### src/rtl/fpnew_pkg.sv
// fpnew_pkg (slice) -- shared FPU type definitions.
// Only the floating-point exception status record is needed by the cast
// result buffer; it matches the layout used throughout the FPU.
package fpnew_pkg;

    // IEEE 754 exception flags: invalid, div-by-zero, overflow, underflow, inexact
    typedef struct packed {
        logic NV;
        logic DZ;
        logic OF;
        logic UF;
        logic NX;
    } status_t;

endpackage

### src/rtl/fpnew_cast_result_buffer.sv
// fpnew_cast_result_buffer -- small in-order result buffer placed after the
// cast pipeline output stage. Holds up to Depth results with their status
// flags and sideband, decoupling the pipeline from downstream backpressure.
// in_ready_o depends only on registered occupancy, so there is no
// combinational path from out_ready_i back into the pipeline.
//
// Optional feature: define FPNEW_RESBUF_FALLTHROUGH_EN to let a result that
// arrives while the buffer is empty appear on the outputs in the same cycle
// (and bypass storage entirely if it is consumed immediately).
module fpnew_cast_result_buffer #(
    parameter int unsigned Width   = 64,
    parameter int unsigned Depth   = 2,
    parameter type         TagType = logic,
    parameter type         AuxType = logic
) (
    input  logic               clk_i,
    input  logic               rst_ni,
    input  logic [Width-1:0]   result_i,
    input  fpnew_pkg::status_t status_i,
    input  TagType             tag_i,
    input  AuxType             aux_i,
    input  logic               in_valid_i,
    output logic               in_ready_o,
    input  logic               flush_i,
    output logic [Width-1:0]   result_o,
    output fpnew_pkg::status_t status_o,
    output TagType             tag_o,
    output AuxType             aux_o,
    output logic               out_valid_o,
    input  logic               out_ready_i,
    output logic               busy_o
);

    localparam int unsigned PtrW = (Depth > 1) ? $clog2(Depth) : 1;
    localparam int unsigned CntW = $clog2(Depth + 1);
    localparam logic [PtrW-1:0] LastPtr  = PtrW'(Depth - 1);
    localparam logic [CntW-1:0] DepthCnt = CntW'(Depth);

    if (Depth < 1 || Depth > 16) begin : g_depth_check
        $error("fpnew_cast_result_buffer: Depth must lie in 1..16");
    end

    logic [Width-1:0]   result_q [Depth];
    fpnew_pkg::status_t status_q [Depth];
    TagType             tag_q    [Depth];
    AuxType             aux_q    [Depth];

    logic [PtrW-1:0] wr_ptr_q;
    logic [PtrW-1:0] rd_ptr_q;
    logic [CntW-1:0] count_q;

    logic empty;
    logic full;
    logic fall_through;
    logic push;
    logic pop;

    // Pointers wrap from the last entry back to zero (Depth need not be a power of two)
    function automatic logic [PtrW-1:0] next_ptr(input logic [PtrW-1:0] ptr);
        return (ptr == LastPtr) ? '0 : ptr + PtrW'(1);
    endfunction

    assign empty      = (count_q == '0);
    assign full       = (count_q == DepthCnt);
    assign in_ready_o = ~full;
    assign busy_o     = ~empty;

`ifdef FPNEW_RESBUF_FALLTHROUGH_EN
    // An arrival into an empty buffer is presented immediately; flush kills it
    assign fall_through = empty & in_valid_i & ~flush_i;
`else
    assign fall_through = 1'b0;
`endif

    assign out_valid_o = ~empty | fall_through;

    // A fall-through result taken in the same cycle never touches storage
    assign push = in_valid_i & in_ready_o & ~flush_i & ~(fall_through & out_ready_i);
    assign pop  = ~empty & out_ready_i & ~flush_i;

    assign result_o = fall_through ? result_i : result_q[rd_ptr_q];
    assign status_o = fall_through ? status_i : status_q[rd_ptr_q];
    assign tag_o    = fall_through ? tag_i    : tag_q[rd_ptr_q];
    assign aux_o    = fall_through ? aux_i    : aux_q[rd_ptr_q];

    // Pointer and occupancy bookkeeping; flush discards everything held
    always_ff @(posedge clk_i) begin
        if (!rst_ni || flush_i) begin
            wr_ptr_q <= '0;
            rd_ptr_q <= '0;
            count_q  <= '0;
        end else begin
            if (push) wr_ptr_q <= next_ptr(wr_ptr_q);
            if (pop)  rd_ptr_q <= next_ptr(rd_ptr_q);
            case ({push, pop})
                2'b10:   count_q <= count_q + CntW'(1);
                2'b01:   count_q <= count_q - CntW'(1);
                default: count_q <= count_q;
            endcase
        end
    end

    // Entry storage; cleared on reset so idle outputs read as zero
    always_ff @(posedge clk_i) begin
        if (!rst_ni) begin
            for (int i = 0; i < int'(Depth); i++) begin
                result_q[i] <= '0;
                status_q[i] <= '0;
                tag_q[i]    <= '0;
                aux_q[i]    <= '0;
            end
        end else if (push) begin
            result_q[wr_ptr_q] <= result_i;
            status_q[wr_ptr_q] <= status_i;
            tag_q[wr_ptr_q]    <= tag_i;
            aux_q[wr_ptr_q]    <= aux_i;
        end
    end

endmodule

### config.mk
export PLATFORM = sky130hd
export DESIGN_NAME = fpnew_cast_result_buffer
export DESIGN_NICKNAME = d
export VERILOG_FILES = /design/src/rtl/fpnew_pkg.sv /design/src/rtl/fpnew_cast_result_buffer.sv
export SDC_FILE = /design/constraint.sdc
export NUM_CORES = 1
export LEC_CHECK = 0
export ABC_AREA = 0
export BUFFER_PORTS_ARGS = -buffer_cell sky130_fd_sc_hd__buf_4
export CAP_MARGIN = 25
export CORE_ASPECT_RATIO = 1.5
export CORE_MARGIN = 5
export CORE_UTILIZATION = 35
export DETAILED_ROUTE_END_ITERATION = 8
export GPL_TIMING_DRIVEN = 0
export PLACE_DENSITY_LB_ADDON = 0.3
export SLEW_MARGIN = 20
export SYNTH_ARGS = -nofsm -noshare
export SYNTH_HDL_FRONTEND = slang
export SYNTH_SLANG_ARGS = --single-unit
### constraint.sdc
create_clock -name clk_i -period 15.3 [get_ports clk_i]
set_input_delay 3.06 -clock clk_i [delete_from_list [all_inputs] [get_ports clk_i]]
set_output_delay 3.06 -clock clk_i [all_outputs]
set_load 0.1 [all_outputs]
* Yosys cells after proc, flatten, opt, wreduce, memory -nomap -nowiden
Memory sizes are Yosys's and may differ from the RTL's. A register that Yosys moved wholly into a read port is not among the register bits.
Index checks and enable logic that the tools add are counted.
** Cells by class
- Shifts and indexed selects :: 0
- Div/mod/pow operators :: 0
- Reduce and logical (&&, ||, !) cells :: 8
- Bitwise operators :: 7
- $lt $le $gt $ge :: 0
- Multipliers :: 0
- Equality and inequality tests :: 3
- Muxes and demuxes :: 27
- $add $sub $neg :: 4
** Operator list (count)
- $mux 64 :: 1
- $reduce_or 64->1 :: 1
- $mux 1 :: 24
- $mux 5 :: 1
- $reduce_or 5->1 :: 1
- $and 1x1->1 :: 4
- $eq 2x2->1 const B :: 2
- $pmux 2 s2 :: 1
- $not 1->1 :: 3
- $add 1x1->1 const B :: 2
- $add 2x1->2 const B :: 1
- $eq 2x1->1 const B :: 1
- $logic_not 2->1 :: 1
- $reduce_bool 2->1 :: 1
- $reduce_or 1->1 :: 2
- $sub 2x1->2 const B :: 1
- $logic_not 1->1 :: 1
- $logic_or 1x1->1 :: 1
** Storage, ports and cells
- Latch bits :: 0
- Bits in writable memories :: 142
- Bits in read-only memories :: 0
- Register bits after elaboration :: 4
- Input port bits :: 76
- Memories kept :: 4
** Memory list
- result_q :: depth 2, bits a word 64, read ports 1, clocked after memory_dff 1, wr ports 2, RTL line fpnew_cast_result_buffer.sv:43 : logic [Width-1:0] result_q [Depth];
- status_q :: depth 2, bits a word 5, read ports 1, clocked after memory_dff 1, wr ports 2, RTL line fpnew_cast_result_buffer.sv:44 : fpnew_pkg::status_t status_q [Depth];
- aux_q :: depth 2, bits a word 1, read ports 1, clocked after memory_dff 1, wr ports 2, RTL line fpnew_cast_result_buffer.sv:46 : AuxType aux_q [Depth];
- tag_q :: depth 2, bits a word 1, read ports 1, clocked after memory_dff 1, wr ports 2, RTL line fpnew_cast_result_buffer.sv:45 : TagType tag_q [Depth];

* Depth between registers and ports, before layout
Gate-level depths: netlist of the first run.
- Depth after elaboration :: 9
- Depth in mapped cells :: 7
- Mapped depth without buffers :: 7

* Worst setup path after synthesis of the first run
No wires, ideal clock.
- Path type :: input to register
- From :: input port rst_ni
- To :: memory result_q[1][0], enable pin
- Path slack :: 6.508 ns
- Data arrival time :: 8.201 ns
- Required time :: 14.709 ns
- Buffers on the path :: 1
- Cell stages on the path :: 3
- Cell sequence :: buf_2 nand2_1 o21ai_0
** RTL lines
- start: declaration :: RTL line fpnew_cast_result_buffer.sv:17 : input logic rst_ni,
- end: declaration :: RTL line fpnew_cast_result_buffer.sv:43

==> impl_metrics.ini, run 1 <==
[global_route]
antenna_found_initial = 0
grt_overflow = 0
grt_max_degree = 24
grtUsageTotal = 0.1395
first_global_vias = 4194
grt_pass1_wl_um = 22310

[routing]
vias = 3794
drc_errors = 0
dr.pass1.iters = 6
wire_per_inst_um = 17.31
viasPerCell = 4.610
drt_iter0_drc = 126
drtAntennaViolNets = 0
routed_wl_um = 14240

[clock_tree]
cts.repair.resized = 0
worstSkewPairLatency_ps = 420
cts_tree = yes
cts_made_buffers = 17
clock_sinks = 147
clockRootBuffer = clkbuf_16
h-tree-depth = 4
clockBufferDepth = 2
path_clk_slew_ps = 60
postCtsSetupBuffers = 0
hold_buffers = 0

[synthesis]
yosysSeqAreaShare = 0.6791
avgSynthCellArea_um2 = 15.12
synth_top_area_frac = 0.6508
netlist_area_mm2 = 0.006367
synthTopCellsByArea = edfxtp_1 65%, and2_1 14%, mux2_2 13%, dfxtp_1 2.8%, clkbuf_1 0.77%
ys_ff_latch = 147
yosys.area.top_type = edfxtp_1
synthFlopType = edfxtp_1
netlist_instances = 421
yosysWarnings = 0
synth.top_cells.by_count = 138 x and2_1, 138 x edfxtp_1, 71 x mux2_2
yosys.cell_types.count = 26
synth_edf_count = 138
async_reset_ff_frac = 0
syn_nets = 498

[sta]
setup_viol = 0
relSlewSlack = 0.5395
rsz0062_at_grt = false
period_share = 0.3498
holdWs_ps = 464.6
final_hold_viol_count = 0
drv_slew = 0
finalClockSkew_ps = 6.464
min_period_ps = 5353
fmax_mhz = 186.8
tns_ps = 0
tightest_slew_ps = 690.8

[power]
pwr-share-clk = 0.380
combPwrFrac = 0.178
power.net_switching_uw = 304.1
vdd_ir_drop_max_v = 0.00008441
swShare = 0.2881
p_seq_frac = 0.441
leakagePower_nw = 3.480
cellPowerDensity_mw_per_mm2 = 124.0
p_int_uw = 751.3

[worst_setup_path]
reg2reg_from = count_q[1]
regToRegSetupSlack_ps = 13160
rr_worst_depth = 6
crit_required_ps = 12240
crit_arrival_ps = 2290
critical_path_class = flip-flop to output port
start_kind = flip-flop
endpoint_kind = output port
path_max_fanout = 10
r2r_end = result_q[1][11]

[flow_run]
max_cap_viol_count = 0

[layout]
syn_to_final_growth_pct = 33.64
drive_above_1_share = 0.4472
fin_nets = 672
diodes = 0
fin_cells = 823
design_area_mm2 = 0.008509
final_core_util = 0.4743

[floorplan]
dieArea_mm2 = 0.02105
ios = 150
die_y_um = 175.2
rows = 60
start_util = 0.3549
core_area_mm2 = 0.01794
fp.dieW_um = 120.1

[placement]
dp_cells = 793
gp_congestion = 0.7730
placed_cell_area_mm2 = 0.007945
port_buffers = 149
dpl.hpwl_um = 10370

[min_path]
min_from = tag_q[1]
hold_end = tag_q[1]
min_path_type = flip-flop to flip-flop
min_path_cells = 2

[outcome]
outcome = finished clean
power by group through the flow:
stage / sequential [mW] / combinational, mW / clock (mW)
after global routing: 0.467 / 0.196 / 0.429
after CTS: 0.466 / 0.190 / 0.412
final: 0.466 / 0.188 / 0.402
after global placement: 0.480 / 0.181 / 0
after floorplan: 0.476 / 0.136 / 0
after detailed placement: 0.475 / 0.190 / 0
cell type report:
class | instances | area, µm²
plain buffers | 24 | 118.9
clock buffers | 19 | 432.9
clock inverters | 11 | 131.4
fillers | 1593 | 9433
inverters | 5 | 18.77
multi-input cells | 245 | 1928
flip-flops and latches | 147 | 4324
well taps | 217 | 271.5
repair buffers | 155 | 1284
flip-flops by register name, summed over array words and instances (netlist names), named ones only:
name	flops
tag_q	2
wr_ptr_q	1
count_q	2
status_q	10
aux_q	2
result_q	128
rd_ptr_q	1
metrics by stage:
step,setup WS (ps),power (mW)
floorplan,6508,0.6121
global placement,3435,0.6611
detailed placement,10300,0.6648
CTS,9828,1.068
global route,9796,1.092
finish,9947,1.055
metal layers:
| layer | vias up | wire (µm) | global-route usage | part of all wire |
|---|---|---|---|---|
| li1 | 1831 | - | - | - |
| met1 | 1850 | 5408 | 0.1506 | 0.38 |
| met2 | 96 | 7841 | 0.2522 | 0.55 |
| met3 | 17 | 765 | 0.04372 | 0.054 |
| met4 | 0 | 228 | 0.05399 | 0.016 |
| met5 | - | 0 | 0 | 0 |
cell usage in the layout (no fill, tap or decap), types with 4 or more instances in the layout:
cell,count
inv_1,5
nor2_1,4
mux2i_1,4
clkbuf_16,17
buf_16,6
clkbuf_1,15
edfxtp_1,138
mux2_2,71
buf_4,150
nand2_1,8
buf_2,7
dfxtp_1,9
and2_1,138
logic make-up (layout without fill, tap and decap cells):
group / Yosys count / count (layout) / share of synthesized area
xor+xnor: 3 / 3 / 0.004127
simple gates: 159 / 159 / 0.1558
compound gates: 7 / 7 / 0.005501
flops: 147 / 147 / 0.6791
buf+inv: 29 / 214 / 0.02161
fa+ha+maj: 1 / 1 / 0.001965
mux: 75 / 75 / 0.1319
worst max-delay path, cell delays in order, from the launching register on:
cell and delay (ps):
dfxtp_1 300, clkbuf_1 340, clkbuf_1 580, mux2_2 420, buf_4 230
how the worst max path moves through the flow:
stage | startpoint | to | slack (ps) | cells past startpoint
after CTS | flip-flop | result_o[63] | 9830 | 4
after floorplan | rst_ni | result_q[1][0] | 6510 | 3
after detailed placement | flip-flop | result_o[63] | 10300 | 4
final | flip-flop | result_o[63] | 9950 | 4
after global routing | flip-flop | result_o[63] | 9800 | 4
after global placement | rst_ni | result_q[1][28] | 3430 | 4
Note: power is estimated with default switching activity, not from simulation.
==> run 2: changes to the inputs <==
--- a/config.mk
+++ b/config.mk
@@ -5,7 +5,7 @@
 export SDC_FILE = /design/constraint.sdc
 export NUM_CORES = 1
 export LEC_CHECK = 0
-export ABC_AREA = 0
+export ABC_AREA = 1
 export BUFFER_PORTS_ARGS = -buffer_cell sky130_fd_sc_hd__buf_4
 export CAP_MARGIN = 25
 export CORE_ASPECT_RATIO = 1.5
==> constraint.sdc (replaced) <==
create_clock -name clk_i -period 5 [get_ports clk_i]
set_input_delay 1 -clock clk_i [delete_from_list [all_inputs] [get_ports clk_i]]
set_output_delay 1 -clock clk_i [all_outputs]
set_load 0.1 [all_outputs]
==> impl_metrics.ini, run 2 <==
[layout]
final_core_util = 0.4692
drive_above_1_share = 0.4162
multi_input_area_mm2 = 0.001643
largest_reg_flops = 128
largest_register = result_q
fin_cells = 909
fin_nets = 757
layout_common_cells = 151 x buf_4, 138 x nor2_1, 138 x edfxtp_1, 81 x inv_1, 71 x mux2_2
reg_top3 = result_q x128, status_q x10
num-fill-cells = 1706
diodes = 0
syn_to_final_growth_pct = 31.23
regArea_mm2 = 0.004324
final_common_cell = buf_4

[placement]
port_buffers = 149
gp_congestion = 0.8438
dp_cells = 878
dpl.hpwl_um = 10070

[worst_setup_path]
path_max_fanout = 10
max_stage_delay_ps = 400
endpoint_kind = output port
crit_arrival_ps = 2140
cp_cell_sequence = clkbuf_1, buf_2, mux2_2, buf_4
cp_slowest_cell = clkbuf_1
cp_top_family = buffers and inverters
cp.buffers_inverters = 3
crit_required_ps = 4000
critical_path_class = flip-flop to output port
start_kind = flip-flop

[floorplan]
ios = 150
fp.dieW_um = 120.8
start_util = 0.3576
core_area_mm2 = 0.01802
dieArea_mm2 = 0.02128
die_y_um = 176.2
rows = 60

[global_route]
grt_max_degree = 38
grt_pass1_wl_um = 22580
antenna_found_initial = 0
grtUsageTotal = 0.1391
grt_overflow = 0
first_global_vias = 4590

[synthesis]
ys_ff_latch = 147
synth_top_area_frac = 0.6432
synth_fa_ha_area_frac = 0.001942
yosysSeqAreaShare = 0.6712
async_reset_ff_frac = 0
netlist_instances = 510
yosys.area_share.simple = 0.1235
synthFlopType = edfxtp_1
syn_nets = 587
avgSynthCellArea_um2 = 12.63
yosys.area.top_type = edfxtp_1
synth_mux_area_frac = 0.1241
synth.top_cells.by_count = 138 x edfxtp_1, 138 x nor2_1, 81 x inv_1
synth_xor_area_frac = 0
synth_top_family_by_area = multiplexers
netlist_area_mm2 = 0.006442
synth_edf_count = 138
synth_compound_area_frac = 0.003107
yosysWarnings = 0
synthTopCellsByArea = edfxtp_1 64%, mux2_2 12%, nor2_1 8.0%, inv_1 4.7%, dfxtp_1 2.8%
yosys.cell_types.count = 20

[power]
leakagePower_nw = 3.807
vdd_ir_drop_max_v = 0.0001944
cellPowerDensity_mw_per_mm2 = 376.9
total_power_mw = 3.186

[sta]
finalClockSkew_ps = 11.05
rsz0062_at_grt = false
min_period_ps = 3140
fmax_mhz = 318.5
tns_ps = 0
period_share = 0.6280
final_hold_viol_count = 0
relSlewSlack = 0.6226
setup_viol = 0
holdWs_ps = 480.9
tightest_slew_ps = 565.7
drv_slew = 0

[routing]
wire_per_inst_um = 15.98
drt_iter0_drc = 163
drc_errors = 0
drtAntennaViolNets = 0
dr.pass1.iters = 4
vias = 4138
viasPerCell = 4.552
routed_wl_um = 14520

[clock_tree]
path_clk_slew_ps = 60
cts.repair.resized = 0
clockBufferDepth = 2
worstSkewPairLatency_ps = 420
clock_sinks = 147
cts_tree = yes
postCtsSetupBuffers = 0
h-tree-depth = 4
cts_made_buffers = 17
hold_buffers = 0
clockRootBuffer = clkbuf_16

[flow_run]
max_cap_viol_count = 0

[outcome]
outcome = finished clean

[min_path]
min_path_type = flip-flop to flip-flop
## run 2: changes by cell type in the layout (fill, tap and decap cells not counted), sizes merged, moves of 2 or more
cell | previous run | this run
nand2 | 8 | 24
and2 | 138 | 0
xor2 | 2 | 0
nand4 | 0 | 3
mux2i | 4 | 0
nor3 | 2 | 0
nor2 | 4 | 149
clkbuf | 33 | 21
inv | 8 | 83
or3 | 2 | 0
o21ai | 5 | 1
nand3 | 1 | 6
buf | 165 | 173
## run 2: power breakdown
part           internal, mW  leakage (nW)  total (mW)  switching (mW)
clock                 0.733         0.263        1.23           0.496
sequential             1.41          1.53        1.42          0.0137
combinational         0.135          2.01       0.539           0.404
## run 2: area by class of cell
cell class,count,share of cell area
Buffer,24,0.02205
Sequential cell,147,0.5115
Inverter,81,0.03596
Clock inverter,12,0.01584
Clock buffer,19,0.05121
Multi-Input combinational cell,258,0.1943
Timing Repair Buffer,151,0.1370
Tap cell,217,0.03211
## run 2: cell families (layout without fill, tap and decap cells)
kind of cell,count (synthesis),after routing
muxes,71,71
DFF,147,147
AOI/OAI and AO/OA,4,4
adders and majority gates,1,1
buffers and inverters,105,287
and+or+nand+nor,182,182
## run 2: tightest hold or removal path: cells and delay by family, from the launching register on
family / cells / cell delay (ps)
DFF: 1 / 310
and+or+nand+nor: 2 / 120
## run 2: per-layer routing
metal / global-route usage / vias up / part of all wire
met4: 0.05151 / 0 / 0.017
met2: 0.2573 / 120 / 0.54
met5: 0 / - / 0
met3: 0.04712 / 21 / 0.052
li1: - / 2016 / -
met1: 0.1440 / 1981 / 0.39
## run 2: worst paths after layout
kind              startpoint              end  slack (ps)  depth (start not counted)
setup / recovery   flip-flop     result_o[52]        1860                          4
hold / removal      aux_q[0]         aux_q[0]         480                          2
setup reg to reg  count_q[1]  result_q[1][35]        2780                          7
hold reg to reg     aux_q[0]         aux_q[0]         480                          2
## run 2: through the flow
step           worst slack (ps)  instance area, µm²
2_1_floorplan              1484                6442
3_3_place_gp              164.9                7833
3_5_place_dp               1947                7888
4_1_cts                    1726                8454
5_1_grt                    1726                8454
6_report                   1860                8454
==> run 3: changes to the inputs <==
==> constraint.sdc (replaced) <==
create_clock -name clk_i -period 3.1 [get_ports clk_i]
set_input_delay 0.62 -clock clk_i [delete_from_list [all_inputs] [get_ports clk_i]]
set_output_delay 0.62 -clock clk_i [all_outputs]
set_load 0.1 [all_outputs]
==> impl_metrics.ini, run 3 (synthesis results as in run 2) <==
[outcome]
outcome = finished clean

[floorplan]
rows = 60
dieArea_mm2 = 0.02128
die_y_um = 176.2
ios = 150
core_area_mm2 = 0.01802
fp.dieW_um = 120.8
start_util = 0.3576

[global_route]
grt_max_degree = 49
first_global_vias = 4586
grt_overflow = 0
grtUsageTotal = 0.1391
grt_pass1_wl_um = 22630
antenna_found_initial = 0

[worst_setup_path]
max_stage_delay_ps = 400
crit_arrival_ps = 2150
cp_slowest_cell = clkbuf_1
reg2reg_from = count_q[0]
cp_top_family = buffers and inverters
start_kind = flip-flop
cp.buffers_inverters = 3
regToRegSetupSlack_ps = 1050
cp_cell_sequence = clkbuf_1, buf_2, mux2_2, buf_4
r2r_end = result_q[1][31]
endpoint_kind = output port
crit_required_ps = 2480
rr_worst_depth = 6
path_max_fanout = 10
critical_path_class = flip-flop to output port

[routing]
routed_wl_um = 14240
dr.pass1.iters = 4
drtAntennaViolNets = 0
wire_per_inst_um = 15.65
drt_iter0_drc = 150
vias = 4179
drc_errors = 0
viasPerCell = 4.592

[clock_tree]
worstSkewPairLatency_ps = 420
cts_tree = yes
clockBufferDepth = 2
h-tree-depth = 4
clockRootBuffer = clkbuf_16
path_clk_slew_ps = 60
cts.repair.resized = 0
cts_made_buffers = 17
hold_buffers = 0
postCtsSetupBuffers = 0
clock_sinks = 147

[sta]
relSlewSlack = 0.6555
setup_viol = 0
final_hold_viol_count = 0
layout_setup_ws_ps = 332.9
finalClockSkew_ps = 7.866
rsz0062_at_grt = false
period_share = 0.8926
tightest_slew_ps = 516.7
holdWs_ps = 406.8
fmax_mhz = 361.4
drv_slew = 0
min_period_ps = 2767

[layout]
reg_top3 = result_q x128, status_q x10
fin_nets = 757
final_common_cell = buf_4
syn_to_final_growth_pct = 32.96
largest_reg_flops = 128
fin_cells = 910
diodes = 0
design_area_mm2 = 0.008566
largest_register = result_q
layout_common_cells = 151 x buf_4, 138 x nor2_1, 138 x edfxtp_1, 81 x inv_1, 71 x mux2_2
num-fill-cells = 1675
drive_above_1_share = 0.4156

[placement]
port_buffers = 149
gp_congestion = 0.8583
dp_cells = 878
place_ws_ps = 572.7
placed_cell_area_mm2 = 0.007903
dpl.hpwl_um = 10110

[power]
vdd_ir_drop_max_v = 0.0004993
leakagePower_nw = 3.867
cellPowerDensity_mw_per_mm2 = 639.0
total_power_mw = 5.474

[min_path]
min_path_cells = 3
min_path_type = input port to flip-flop
min_from = tag_i
hold_end = tag_q[1]

[flow_run]
max_cap_viol_count = 0
## run 3: report_power, final
part	switching, mW	internal [mW]
clock network	0.797	1.52
registers	0.0223	2.27
logic	0.650	0.221
total	1.47	4.00
## run 3: layer usage
layer | vias to the layer above | wire [µm] | track usage
met5 | - | 0 | 0
met4 | 0 | 157 | 0.04868
met3 | 9 | 797 | 0.04423
met2 | 106 | 7887 | 0.2564
met1 | 2045 | 5402 | 0.1480
li1 | 2019 | - | -
## run 3: cell type report
type                            instances  area, µm²  area share
Buffer                                 24      186.4     0.02176
Multi-Input combinational cell        258       1643      0.1918
Clock inverter                         12      226.5     0.02644
Clock buffer                           20      436.7     0.05098
Timing Repair Buffer                  151       1174      0.1370
Inverter                               81      304.0     0.03550
Sequential cell                       147       4324      0.5048
Tap cell                              217      271.5     0.03170
## run 3: worst max path at each step
stage / end / slack, ps / depth (start not counted)
final: result_o[51] / 330 / 4
after global routing: result_o[53] / 160 / 4
after CTS: result_o[51] / 180 / 4
after detailed placement: result_q[1][28] / 570 / 8
after global placement: result_q[1][42] / -180 / 7
after floorplan: result_q[0][0] / 390 / 4
## run 3: tightest hold or removal path, stage by stage
cell and delay (ps):
buf_4 80, nand2_1 40, nand2_1 40
## run 3: stage by stage
step / TNS (ps) / utilization
6_report: 0 / 0.4754
4_1_cts: 0 / 0.4754
3_5_place_dp: 0 / 0.4386
3_3_place_gp: -11890 / 0.4350
5_1_grt: 0 / 0.4754
2_1_floorplan: 0 / -
